File: config.mk
export PLATFORM = sky130hd
export DESIGN_NAME = sign_extend
export DESIGN_NICKNAME = d
export VERILOG_FILES = /design/src/rtl/sign_extend.sv
export SDC_FILE = /design/constraint.sdc
export NUM_CORES = 1
export LEC_CHECK = 0
export BUFFER_PORTS_ARGS = -buffer_cell sky130_fd_sc_hd__buf_2
export CELL_PAD_IN_SITES_DETAIL_PLACEMENT = 0
export CELL_PAD_IN_SITES_GLOBAL_PLACEMENT = 1
export CORE_AREA = 2 2 39 41
export CTS_CLUSTER_DIAMETER = 40
export DETAILED_ROUTE_END_ITERATION = 8
export DIE_AREA = 0 0 41 43
export GPL_ROUTABILITY_DRIVEN = 0
export GPL_TIMING_DRIVEN = 0
export MAX_ROUTING_LAYER = met4
export PLACE_DENSITY = 0.73
export SYNTH_ARGS = -nofsm -noshare
export SYNTH_HDL_FRONTEND = slang
export SYNTH_SLANG_ARGS = --single-unit
File: constraint.sdc
create_clock -name clk -period 1.1 [get_ports clk]
set_clock_uncertainty 0.1 [all_clocks]
set_input_delay 0.275 -clock clk [delete_from_list [all_inputs] [get_ports clk]]
set_output_delay 0.275 -clock clk [all_outputs]
set_load 0.01 [all_outputs]
File: src/rtl/sign_extend.sv
// sign_extend
//   Widens a narrow immediate/offset field to datapath width by zero- or
//   sign-extension, with an optional left shift by 2 for word-aligned offsets.
//   The result is offered combinationally for same-cycle decode use and as a
//   registered, valid-qualified copy for the next pipeline stage.
//   OUT_W must be at least IN_W + 2 so the shifted form keeps every input bit.
//
// Ports
//   clk       in   1      pipeline clock, rising edge
//   rst       in   1      synchronous active-high reset
//   in_buf    in   IN_W   immediate to extend
//   sext_en   in   1      1 = sign-extend, 0 = zero-extend
//   shl_en    in   1      1 = shift the extended value left by 2
//   in_valid  in   1      qualifies in_buf for the registered path
//   out_shft  out  OUT_W  combinational extended (and optionally shifted) value
//   out_q     out  OUT_W  registered copy of out_shft
//   out_valid out  1      registered in_valid
module sign_extend #(
  parameter int IN_W  = 4,
  parameter int OUT_W = 6
) (
  input  logic             clk,
  input  logic             rst,
  input  logic [IN_W-1:0]  in_buf,
  input  logic             sext_en,
  input  logic             shl_en,
  input  logic             in_valid,
  output logic [OUT_W-1:0] out_shft,
  output logic [OUT_W-1:0] out_q,
  output logic             out_valid
);

  // Fill bit is the input MSB only in sign mode; zero mode fills with 0 even
  // when the MSB is set. An X on the MSB propagates in sign mode.
  function automatic logic signed [OUT_W-1:0] extend_imm(
    input logic [IN_W-1:0] v,
    input logic            sx
  );
    logic fill;
    fill = sx & v[IN_W-1];
    return {{(OUT_W-IN_W){fill}}, v};
  endfunction

  // Bits pushed past OUT_W-1 are discarded.
  function automatic logic signed [OUT_W-1:0] shift_imm(
    input logic signed [OUT_W-1:0] e,
    input logic                    sh
  );
    return sh ? {e[OUT_W-3:0], 2'b00} : e;
  endfunction

  logic signed [OUT_W-1:0] w_ext_p0;
  logic signed [OUT_W-1:0] w_shft_p0;
  logic        [OUT_W-1:0] r_q_p1;
  logic                    r_vld_p1;

  // ---- stage p0: combinational extend/shift ----
  always_comb begin
    w_ext_p0  = extend_imm(in_buf, sext_en);
    w_shft_p0 = shift_imm(w_ext_p0, shl_en);
  end

  assign out_shft = w_shft_p0;

  // ---- stage p1: registered copy ----
  // out_q captures every cycle; consumers qualify it with out_valid.
  always_ff @(posedge clk) begin
    if (rst) begin
      r_q_p1   <= '0;
      r_vld_p1 <= 1'b0;
    end else begin
      r_q_p1   <= w_shft_p0;
      r_vld_p1 <= in_valid;
    end
  end

  assign out_q     = r_q_p1;
  assign out_valid = r_vld_p1;

endmodule

## Word level (Yosys, flattened, before mapping)

Cells that the tools add are included.

- Register bits after elaboration: 7
- Input bits: 9
- Output and inout port bits: 13

- Multiplexer cells: 1
- Bitwise operators: 1

Operators by type and width:

| kind | number |
|---|---|
| $mux 6 | 1 |
| $and 1x1->1 | 1 |

## Longest topological paths before layout

- Depth after elaboration: 2
- Mapped depth: 3
- Mapped depth without buffers: 2

## Least setup slack after synthesis

OpenSTA, ideal clock, no wires.

- Path kind: input to output
- Start: in shl_en
- End: out out_shft[2]
- Data arrival time: 0.697 ns
- Required time: 0.725 ns
- Path slack: 0.028 ns
- Cell stages on the path: 2
- Buffers on the path: 1
- Path through: buf_6 mux2_4

- Longest elaborated chain between the ends: 1

RTL lines:

| item | line | RTL |
|---|---|---|
| start: declaration | 26 | `input logic shl_en,` |
| $mux 6 | 49 | `return sh ? {e[OUT_W-3:0], 2'b00} : e;` |
| end: declaration | 28 | `output logic [OUT_W-1:0] out_shft,` |

No other way between the ends.

## Worst setup path in the final report

- Start: in shl_en
- End: out out_shft[3]

Same word-level chain as after synthesis.

==> flow_summary.yaml <==
run_status:
  status: "finished with violations"
  violations: "setup timing"
timing:
  hold_viol_final: 0
  rsz0062_at_grt: "true"
  fmax_ghz: 0.844
  tightest_slew_ns: 0.191
  maxSlewViolCount: 0
  setup_violations: 3
  relSlewSlack: 0.872
  post-route-period-util: 1.08
  period_minus_slack_ns: 1.19
  finalWorstSetupSlack_ns: -0.0852
yosys:
  synth-compound-area-share: 0.0444
  synth.area.top_cells: "dfxtp_1, mux2_4, nor2b_4, and2b_2, nor3b_1"
  synthMuxAreaShare: 0.107
  ys_async_sr_fraction: 0
  yosys_warnings: 0
  seq_area_frac_synth: 0.498
  synthXorXnorAreaFrac: 0
  synth_top_family_by_area: "simple AND/OR/NAND/NOR gates"
  synth.most_common_cell: "dfxtp_1"
  synth-edff-count: 0
  avgSynthCellArea_um2: 12.2
  synth-simple-area-share: 0.311
  yosysUniqueCellTypes: 11
  synth_top_area_cell: "dfxtp_1"
  syn_inst: 23
  mappedNetlistArea_um2: 282
  synth_fa_ha_area_frac: 0
  ys_ff_latch: 7
  synth.top_cell.area_share: 0.498
  yosys_most_used_dff: "dfxtp_1"
  syn-num-nets: 32
cts:
  cts_hold_buf: 0
  htreeDepth: 1
  clockBufferDepth: 2
  cts_buffers: 3
  cts.clk_slew.worst_paths_ns: 0.05
  clock-sinks: 7
  cts_tree: "built"
  cts_root_buf: "clkbuf_4"
setup_path:
  crit_type: "input port to output port"
  startpoint_type: "input port"
  crit_buf_inv: 2
  critPathRequiredTime_ns: 0.72
  cp_top_family: "multiplexers"
  crit_slowest_cell: "mux2_4"
  crit_chain: "buf_12 -> mux2_4 -> buf_6"
  endpoint_kind: "output port"
  critical-path-max-stage-delay_ns: 0.30
  critPathArrivalTime_ns: 0.81
  critical_path.startpoint: "shl_en"
  cp_max_fo: 8
flow_run:
  cap_viol_max_count: 0
global_route:
  grt_max_degree: 9
  use_met3: 0
  overflow: 0
  first_global_vias: 204
  use_met2: 0.0906
  met1_usage: 0.0777
  grt_pass1_wl_um: 765
  grt_use_total: 0.0732
  top_usage_layer: "met4"
  antenna_found_initial: 0
layout:
  antenna_cells: 0
  final_nets: 59
  drive_above_1_share: 0.673
  area_growth_pct: 65.8
  final_cells: 65
die:
  die_h_um: 43
  core_um2: 1380
  die_area_um2: 1760
  die_x_um: 41
  ios: 22
  start_util: 0.203
  fp-row-count: 14
detailed_routing:
  drtAntennaViolNets: 0
  wl_um: 573
  vias: 255
  wire_per_inst_um: 8.82
  drt-initial-drc-count: 2
  drc_errors: 0
  via_per_inst: 3.92
  drtPass1Iterations: 2
power:
  pwr-share-comb: 0.199
  p_int_mw: 0.478
  p_total_mw: 0.623
  switching_share: 0.233
  power.density_nw_per_um2: 1340
  clockPowerShare: 0.367
  switchingPower_mw: 0.145
  peakVddDrop_v: 0.000277
  seqPwrFrac: 0.434
  p_leak_nw: 0.245
placement:
  dp_cells: 59
  dp_slack_ns: -0.106
  io_buffers: 20
  hpwlAfterDp_um: 421
worst_hold_path:
  hold_start: "shl_en"
  worstHoldPathType: "input port to register"
-- cells in the final DEF, fill, tap and decap left out, types with 2 or more instances in the layout --
cell      instances
nor2b_1           2
dfxtp_1           7
nor3b_1           2
and2b_2           2
nor2b_4           2
buf_2            18
buf_6             2
clkbuf_4          3
buf_4             2
mux2_4            2
-- state kept, by name (all words and copies together), names as in the netlist --
| register | flops |
|---|---|
| out_q | 6 |
| out_valid | 1 |
-- area by class of cell --
| class | instances | area, µm² |
|---|---|---|
| plain buffers | 1 | 20.0 |
| repair buffers | 22 | 128 |
| clock buffers | 4 | 26.3 |
| flip-flops and latches | 7 | 140 |
| fillers | 157 | 917 |
| well taps | 16 | 20.0 |
| multi-input cells | 15 | 133 |
-- kinds of logic after synthesis --
logic type,count (synthesis)
AO/OA/AOI/OAI,2
buffers and inverters,1
flip-flops,7
multiplexers,2
AND/OR/NAND/NOR,11
-- per-layer routing --
| layer | up-vias | share of wire |
|---|---|---|
| met1 | 113 | 0.41 |
| met5 | - | 0 |
| met4 | 0 | 0 |
| met2 | 12 | 0.49 |
| li1 | 130 | - |
| met3 | 0 | 0.094 |
-- worst paths after layout --
kind	depth (start not counted)	endpoint
min	2	out_q[1]
max	3	out_shft[3]
-- power groups by stage --
stage / Sequential [mW] / Combinational, mW / Clock, mW
after floorplan: 0.284 / 0.0511 / 0
after global placement: 0.275 / 0.108 / 0
after detailed placement: 0.275 / 0.108 / 0
after CTS: 0.270 / 0.126 / 0.239
after global routing: 0.271 / 0.134 / 0.246
final: 0.270 / 0.124 / 0.229
-- through the flow --
| step | utilization | hold slack (ns) | setup TNS, ns | area, µm² |
|---|---|---|---|---|
| final | 0.337 | 0.110 | -0.187 | 467 |
| after global routing | 0.337 | 0.119 | -0.244 | 467 |
| after CTS | 0.337 | 0.105 | -0.194 | 467 |
| after detailed placement | 0.290 | 0.392 | -0.237 | 402 |
| after global placement | 0.290 | 0.389 | -0.243 | 402 |
| after floorplan | - | 0.239 | 0 | 282 |
-- repair_timing --
| item | in CTS | in global routing |
|---|---|---|
| endpoints found under the setup margin | 4 | 3 |
| gates resized for setup | 5 | 0 |
| buffers inserted | 2 | 0 |
| pin swaps | 0 | 0 |
(Power assumes the default switching activity.)
